File: src/rtl/ram_write_burst.sv
// Burst writer: buffers an incoming word stream in a small FIFO and issues
// sequential RAM writes from a latched base address through a WR_LAT-deep pipeline.
module ram_write_burst #(
  parameter int SIZE_DATA  = 8,
  parameter int SIZE_ADDR  = 8,
  parameter int FIFO_DEPTH = 4,
  parameter int WR_LAT     = 2
) (
  input  logic                 i_clk,
  input  logic                 i_rst_n,
  input  logic                 i_start,
  input  logic [SIZE_ADDR-1:0] i_base_addr,
  input  logic [SIZE_ADDR-1:0] i_len,
  input  logic                 i_valid,
  input  logic [SIZE_DATA-1:0] i_data_wr,
  output logic                 o_ready,
  output logic                 o_wr_en,
  output logic [SIZE_ADDR-1:0] o_addr,
  output logic [SIZE_DATA-1:0] o_data_wr,
  output logic                 o_busy,
  output logic                 o_done
);

  localparam int PW = $clog2(FIFO_DEPTH);

  typedef enum logic [1:0] {IDLE, BURST, DRAIN, DONE} state_t;

  state_t state_reg, state_next;

  logic [SIZE_ADDR-1:0] len_reg;
  logic [SIZE_ADDR-1:0] acc_reg;
  logic [SIZE_ADDR-1:0] addr_reg;

  logic [SIZE_DATA-1:0] mem [FIFO_DEPTH];
  logic [PW-1:0]        wr_ptr_reg;
  logic [PW-1:0]        rd_ptr_reg;
  logic [PW:0]          count_reg;

  logic full;
  logic empty;
  logic push;
  logic pop;
  logic drain_last;

  logic [WR_LAT-1:0]    pipe_valid;
  logic [SIZE_ADDR-1:0] pipe_addr [WR_LAT];
  logic [SIZE_DATA-1:0] pipe_data [WR_LAT];

  assign full    = (count_reg == (PW+1)'(FIFO_DEPTH));
  assign empty   = (count_reg == '0);
  assign o_ready = (state_reg == BURST) && !full && (acc_reg < len_reg);
  assign push    = i_valid && o_ready;
  assign pop     = ((state_reg == BURST) || (state_reg == DRAIN)) && !empty;

  // Only the output stage holds a word and nothing is left upstream: this is the final write.
  assign drain_last = empty && (pipe_valid == (WR_LAT'(1) << (WR_LAT - 1)));

  assign o_busy = (state_reg != IDLE);
  assign o_done = (state_reg == DONE);

  always_ff @(posedge i_clk) begin
    if (!i_rst_n) begin
      state_reg <= IDLE;
    end else begin
      state_reg <= state_next;
    end
  end

  always_comb begin
    state_next = state_reg;
    case (state_reg)
      IDLE: begin
        if (i_start) begin
          state_next = (i_len == '0) ? DONE : BURST;
        end
      end
      BURST: begin
        if (push && ((acc_reg + 1'b1) == len_reg)) begin
          state_next = DRAIN;
        end
      end
      DRAIN: begin
        if (drain_last) begin
          state_next = DONE;
        end
      end
      DONE:    state_next = IDLE;
      default: state_next = IDLE;
    endcase
  end

  always_ff @(posedge i_clk) begin
    if (!i_rst_n) begin
      len_reg    <= '0;
      acc_reg    <= '0;
      addr_reg   <= '0;
      wr_ptr_reg <= '0;
      rd_ptr_reg <= '0;
      count_reg  <= '0;
    end else begin
      if ((state_reg == IDLE) && i_start && (i_len != '0)) begin
        len_reg  <= i_len;
        addr_reg <= i_base_addr;
        acc_reg  <= '0;
      end
      if (push) begin
        wr_ptr_reg <= wr_ptr_reg + 1'b1;
        acc_reg    <= acc_reg + 1'b1;
      end
      if (pop) begin
        rd_ptr_reg <= rd_ptr_reg + 1'b1;
        addr_reg   <= addr_reg + 1'b1;
      end
      case ({push, pop})
        2'b10:   count_reg <= count_reg + 1'b1;
        2'b01:   count_reg <= count_reg - 1'b1;
        default: count_reg <= count_reg;
      endcase
    end
  end

  // Storage array carries no reset so it can map onto distributed/block RAM.
  always_ff @(posedge i_clk) begin
    if (push) begin
      mem[wr_ptr_reg] <= i_data_wr;
    end
  end

  genvar gi;
  generate
    for (gi = 0; gi < WR_LAT; gi++) begin : g_pipe
      logic                 valid_reg;
      logic [SIZE_ADDR-1:0] addr_stage_reg;
      logic [SIZE_DATA-1:0] data_stage_reg;
      logic                 in_valid;
      logic [SIZE_ADDR-1:0] in_addr;
      logic [SIZE_DATA-1:0] in_data;

      if (gi == 0) begin : g_head
        assign in_valid = pop;
        assign in_addr  = addr_reg;
        assign in_data  = mem[rd_ptr_reg];
      end else begin : g_link
        assign in_valid = pipe_valid[gi-1];
        assign in_addr  = pipe_addr[gi-1];
        assign in_data  = pipe_data[gi-1];
      end

      // Payload only loads with a word, so the last stage holds its value between writes.
      always_ff @(posedge i_clk) begin
        if (!i_rst_n) begin
          valid_reg      <= 1'b0;
          addr_stage_reg <= '0;
          data_stage_reg <= '0;
        end else begin
          valid_reg <= in_valid;
          if (in_valid) begin
            addr_stage_reg <= in_addr;
            data_stage_reg <= in_data;
          end
        end
      end

      assign pipe_valid[gi] = valid_reg;
      assign pipe_addr[gi]  = addr_stage_reg;
      assign pipe_data[gi]  = data_stage_reg;
    end
  endgenerate

  assign o_wr_en   = pipe_valid[WR_LAT-1];
  assign o_addr    = pipe_addr[WR_LAT-1];
  assign o_data_wr = pipe_data[WR_LAT-1];

endmodule

File: config.mk
export PLATFORM = sky130hd
export DESIGN_NAME = ram_write_burst
export DESIGN_NICKNAME = d
export VERILOG_FILES = /design/src/rtl/ram_write_burst.sv
export SDC_FILE = /design/constraint.sdc
export NUM_CORES = 1
export LEC_CHECK = 0
export CAP_MARGIN = 25
export CORE_MARGIN = 1
export CORE_UTILIZATION = 55
export DETAILED_ROUTE_END_ITERATION = 16
export PLACE_DENSITY_LB_ADDON = 0.2
export SLEW_MARGIN = 20
export SYNTH_ARGS = -nofsm -noshare
export SYNTH_HDL_FRONTEND = slang
export SYNTH_SLANG_ARGS = --single-unit
export TNS_END_PERCENT = 10
File: constraint.sdc
create_clock -name i_clk -period 3.5 [get_ports i_clk]
set_clock_uncertainty 0.1 [all_clocks]
set_input_delay 0.875 -clock i_clk [delete_from_list [all_inputs] [get_ports i_clk]]
set_output_delay 0.875 -clock i_clk [all_outputs]
set_load 0.03 [all_outputs]
* Word level (Yosys, flattened, before mapping)
Memories as Yosys holds them, arrays and structs flattened. A register that Yosys moved wholly into a read port is not among the register bits. Index checks and enable logic that the tools add are counted.
Word-level totals: bits in registers 59, RAM bits 32, input bits 28, output and inout bits 20, logic and storage cells 64, memories kept 1
Memory list:
- mem | words 4, width 8, read ports 1, clocked after memory_dff 1, wr ports 1, RTL line 34 | logic [SIZE_DATA-1:0] mem [FIFO_DEPTH];
Cells by class: add/sub/neg operators 6, magnitude comparators 1, equality and inequality tests 11, muxes and demuxes 12, reductions and logical operators 21
Operators with widths (count):
- 8-bit two-way mux | 4
- 8-bit by 1-bit adder with 8-bit output (second input constant) | 2
- 2-bit == test (second input constant) | 4
- 8-bit == test | 1
- 1-bit logical AND | 8
- 8-bit zero test | 1
- 8-bit < comparator | 1
- 2-bit two-way mux | 4
- 2-bit case mux with 4 select lines | 1
- 2-bit nonzero test | 4
- 8-bit nonzero test | 1
- 3-bit case mux with 2 select lines | 1
- 2-bit by 1-bit adder with 2-bit output (second input constant) | 2
- 2-bit by 1-bit == test with 1-bit output (second input constant) | 2
- 2-bit != test (second input constant) | 2
- 3-bit by 1-bit adder with 3-bit output (second input constant) | 1
- 3-bit == test (second input constant) | 1
- 1-bit zero test | 3
- 3-bit zero test | 1
- 3-bit AND reduction | 1
- 3-bit by 1-bit subtractor with 3-bit output (second input constant) | 1
- 2-bit zero test | 1
- 1-bit two-way mux | 2
- 2-bit by 1-bit != test with 1-bit output (second input constant) | 1
- 1-bit logical OR | 1

* Logic depth before layout (Yosys ltp)
depth after elaboration 8, depth in mapped cells 14

* Worst setup path after synthesis
OpenSTA, ideal clock, no wires.
path type reg2reg, start point register len_reg[6], end point register count_reg[2], library setup time 70 ps, data arrival time 2587 ps, data required time 3330 ps, slack 743 ps, stages on the path, launching flop included 15, cell sequence dfxtp_1 inv_1 ha_1 a21o_1 a221oi_2 nand2_1 nor3b_4 inv_2 buf_6 ha_1 inv_1 fa_1 xor2_1 or3_1 a21oi_1
On the way: cells in the longest elaborated chain, start to end 5, elaborated cells on any way between the ends 7
RTL lines:
- start, declared | RTL line 30 | logic [SIZE_ADDR-1:0] len_reg;
- start signal, assigned | RTL line 102 | len_reg <= i_len;
- 8-bit < comparator (*) | RTL line 51 | assign o_ready = (state_reg == BURST) && !full && (acc_reg < len_reg);
- 1-bit logical AND (*) | RTL line 51
- 1-bit logical AND (*) | RTL line 52 | assign push = i_valid && o_ready;
- 2-bit by 1-bit == test with 1-bit output or 2-bit == test (tied branches) | RTL line 114 | case ({push, pop})
- 3-bit case mux with 2 select lines or 2-bit nonzero test (tied branches)
- end signal, assigned | RTL line 115 | 2'b10: count_reg <= count_reg + 1'b1;
- end signal, assigned | RTL line 116 | 2'b01: count_reg <= count_reg - 1'b1;
- end signal, assigned | RTL line 117 | default: count_reg <= count_reg;
- end, declared | RTL line 37 | logic [PW:0] count_reg;
Every way passes the cells marked *; elsewhere a longest branch is shown, timed or not. A chain may end at the register's enable or synchronous reset.

* Worst setup path in the final report
start point register len_reg[6], end point output port o_ready
On the way: cells in the longest elaborated chain, start to end 2
RTL lines:
- 8-bit < comparator | RTL line 51
- 1-bit logical AND | RTL line 51
- end, declared | RTL line 16 | output logic o_ready,
Every way passes these cells.

==> results.txt <==
The run finished with clean final reports. At the pin with the least slew margin, the transition time is 615 ps. The register with the most flip-flops in the layout has 32 of them.

Worst setup slack before clock tree synthesis: 445 ps. The number of buffers inserted by port buffering works out to 47. TritonCTS built the clock tree. Register bank with the most flops: mem.

The initial core utilization was 0.566; the area share of the largest cell type after synthesis was 0.306. The highest attainable clock frequency came out at 327 MHz. The cell chosen for the clock root was sky130_fd_sc_hd__clkbuf_8. Clock latency on the worst-skew pair, taken at its later pin, is 360 ps.

Once routing completed, OpenROAD measured the worst setup slack at 445 ps. Yosys mapped a number of flops with a built-in enable equal to 32. Among all flip-flop cells after synthesis, the most frequent one is sky130_fd_sc_hd__dfxtp_1. Required time of the worst setup path: 2520 ps. Setup repair after global routing left no endpoint under its margin. The worst hold path terminates at g_pipe[0].data_stage_reg[1]. In the post-synthesis netlist, the biggest area contributors are sky130_fd_sc_hd__dfxtp_1, sky130_fd_sc_hd__edfxtp_1, sky130_fd_sc_hd__nand2_1, sky130_fd_sc_hd__ha_1, sky130_fd_sc_hd__mux2i_1. Row generation in the floorplan step produced 32 rows. For the synthesized netlist net count, the log shows 478.

For this block, the routed nets add up to 8.51 mm of wire. At the end of routability-driven placement, the weighted congestion stood at 0.842. The pin count of the biggest net entering global routing was 35. In this run the remaining antenna-violating nets after routing total 0. The Yosys step of the flow raised 0 warnings. Relative to the synthesized area, the layout overhead comes to 17.3%. The number of placed instances, taps included, is 566.

The run gives 2 as the maximum clock path buffer count. The worst slew margin relative to its limit is 0.589, and the via total after detailed routing is 3149. The mapped netlist covers 0.00438 mm^2. After detailed routing, the number of remaining DRC violations is 0.

Before antenna repair, the detailed router went through 4 iterations. The cell type with the largest total area after synthesis is sky130_fd_sc_hd__dfxtp_1. The run gives 0 as the number of buffers inserted by post-CTS setup repair. The worst hold path begins at g_pipe[0].data_stage_reg[1]. For the final routed database, the setup TNS stands at 0 ps. The run gives 3078 as the number of global-route vias before repair. The wire length of the first global-routing pass is 14.5 mm. The worst setup path is captured at a primary output. STA classifies the critical path startpoint as a flip-flop. The run gives 43 as the number of different library cells in the post-synthesis netlist.

The peak supply drop was 0.000271 V. In this run the worst path has a maximum fanout of 4. At the end of the flow, the number of nets in the layout was 524.

For the worst setup path, the data arrival time is 2080 ps. Horizontal die dimension: 91.2 um. Dividing the synthesized area by the synthesized cell count gives 10.2 um^2. The total global-route track usage is 0.222, and the wire length per cell is 14.6 um. The share of the clock period used by the worst path after layout came out at 0.873. The tool flagged a number of max-cap violations equal to 0.

The core region is 0.00773 mm^2. After layout, the minimum clock period comes to 3050 ps. For the number of top-level pins, the log shows 48.

The worst hold path class was reg2reg. The critical path is of the reg2out type. The reg-to-reg critical path startpoint is acc_reg[0].

The die covers 0.00832 mm^2. The endpoint identified for the worst register-to-register timing path is count_reg[2]. The number of cells on the worst reg-to-reg path is 13. The run gives 0 as the setup-violating endpoint count in the final report. The layout has 609 filler cells. The TritonCTS buffer count was 9. The number of flip-flops and latches in the synthesized netlist is 99. For this design, the CTS-stage hold fixing added 0 buffers. The logs give 2.75 mW for the overall power of the completed layout and 99 for the total clock sinks.

Synthesis handed over a netlist of 429 instances. Dividing the detail-routed via count by the number of cells gives 5.41. Global routing finished with a remaining overflow of 0. The HPWL after detailed placement is 5.91 mm. For the final hold violation count, the log shows 0. 0 antenna diodes ended up in the layout. The sequential area share after synthesis is 0.526, and the fraction of layout instances using a drive strength above 1 is 0.0792. The proportion of synthesized flip-flops having asynchronous set or reset is 0. After the first detailed-routing iteration, the DRC count stood at 159. Clock slew seen by the registers of the worst setup and hold paths: 90 ps. The final count of pins violating max slew is 0.

The setup check on the worst reg-to-reg path leaves a slack of 580 ps. The total power density per cell area came out at 536 mW/mm^2. Post-layout instance count excluding filler cells: 582. The H-tree was split into 3 levels. The number of cells on the worst hold path is 2, and the leakage power is 1.81 nW. For the number of antenna violations at the first check in global routing, the log shows 0. The die outline height was 91.2 um.
power breakdown:
part	leakage, nW	switching [mW]	internal (mW)
logic	0.884	0.401	0.296
clock network	0.0938	0.415	0.275
registers	0.831	0.0873	1.28
total	1.81	0.903	1.85
cells in the final DEF (no fill, tap or decap), types with 16 or more instances in the layout:
cell / n
sky130_fd_sc_hd__mux2i_1: 18
sky130_fd_sc_hd__nand2_1: 69
sky130_fd_sc_hd__a21oi_1: 34
sky130_fd_sc_hd__edfxtp_1: 32
sky130_fd_sc_hd__o21ai_0: 16
sky130_fd_sc_hd__clkdlybuf4s50_1: 46
sky130_fd_sc_hd__ha_1: 20
sky130_fd_sc_hd__nor2_1: 36
sky130_fd_sc_hd__dfxtp_1: 67
sky130_fd_sc_hd__inv_1: 17
logic make-up (layout without fill, tap and decap cells):
| kind of cell | count (synthesis) | count (layout) | share of synthesized area |
|---|---|---|---|
| compound gates | 69 | 69 | 0.0923 |
| xor+xnor | 17 | 17 | 0.0340 |
| fa+ha+maj | 21 | 21 | 0.0617 |
| buf+inv | 39 | 90 | 0.0357 |
| flops | 99 | 99 | 0.526 |
| mux | 27 | 27 | 0.0849 |
| simple gates | 157 | 157 | 0.165 |
cell usage after synthesis (2+ instances only):
cell type,instances
sky130_fd_sc_hd__a211oi_1,2
sky130_fd_sc_hd__a21boi_0,4
sky130_fd_sc_hd__a21oi_1,34
sky130_fd_sc_hd__a311oi_1,2
sky130_fd_sc_hd__a31oi_1,2
sky130_fd_sc_hd__a32oi_1,2
sky130_fd_sc_hd__and2_1,12
sky130_fd_sc_hd__and3_1,2
sky130_fd_sc_hd__buf_1,4
sky130_fd_sc_hd__buf_2,2
sky130_fd_sc_hd__clkbuf_1,13
sky130_fd_sc_hd__dfxtp_1,67
sky130_fd_sc_hd__edfxtp_1,32
sky130_fd_sc_hd__ha_1,20
sky130_fd_sc_hd__inv_1,17
sky130_fd_sc_hd__inv_2,2
sky130_fd_sc_hd__mux2i_1,18
sky130_fd_sc_hd__mux4_2,8
sky130_fd_sc_hd__nand2_1,69
sky130_fd_sc_hd__nand2b_1,2
sky130_fd_sc_hd__nand3_1,10
sky130_fd_sc_hd__nand3b_1,4
sky130_fd_sc_hd__nand4_1,2
sky130_fd_sc_hd__nor2_1,36
sky130_fd_sc_hd__nor3_1,6
sky130_fd_sc_hd__nor3b_1,2
sky130_fd_sc_hd__nor4_1,3
sky130_fd_sc_hd__o211ai_1,3
sky130_fd_sc_hd__o21ai_0,16
sky130_fd_sc_hd__or2_2,2
sky130_fd_sc_hd__or3_1,4
sky130_fd_sc_hd__xnor2_1,12
sky130_fd_sc_hd__xor2_1,5
worst max-delay path, stage by stage (launching register included):
cell and delay [ps]:
sky130_fd_sc_hd__dfxtp_1 370, sky130_fd_sc_hd__inv_1 90, sky130_fd_sc_hd__ha_1 330, sky130_fd_sc_hd__a21o_1 200
sky130_fd_sc_hd__a221oi_2 200, sky130_fd_sc_hd__nand2_1 140, sky130_fd_sc_hd__nor2_1 110, sky130_fd_sc_hd__dlymetal6s2s_1 290
layout make-up:
type | count | area [um^2] | share of cell area
sequential | 99 | 2300 | 0.448
multi-input combinational | 291 | 1920 | 0.374
timing repair buffer | 55 | 533 | 0.104
clock buffer | 10 | 128 | 0.0249
tap | 102 | 128 | 0.0249
inverter | 19 | 71.3 | 0.0139
clock inverter | 6 | 55.1 | 0.0107
metal layers:
metal	wire (um)	global-route usage
met5	0	0
met3	352	0.0369
met1	3980	0.296
met2	4080	0.363
met4	102	0.0847
worst max-delay path by stage:
stage	start	endpoint	slack [ps]	cells past startpoint
finish	len_reg[6]	o_ready	450	7
global route	len_reg[6]	o_ready	290	7
CTS	len_reg[6]	o_ready	40	7
detailed placement	i_valid	count_reg[2]	440	9
global placement	len_reg[6]	o_ready	480	7
floorplan	len_reg[6]	count_reg[2]	740	14
per-stage QoR:
step	utilization	hold WS (ps)	area [um^2]
floorplan	-	336	4380
global placement	0.641	343	4950
finish	0.665	363	5130
global route	0.665	388	5130
CTS	0.664	363	5130
detailed placement	0.641	348	4950
repair_timing:
action                                 CTS  global route
resized for setup                        0             1
endpoints found under the hold margin    0             0
setup endpoints to repair                0             1
Power figures use the tool's default switching activity.
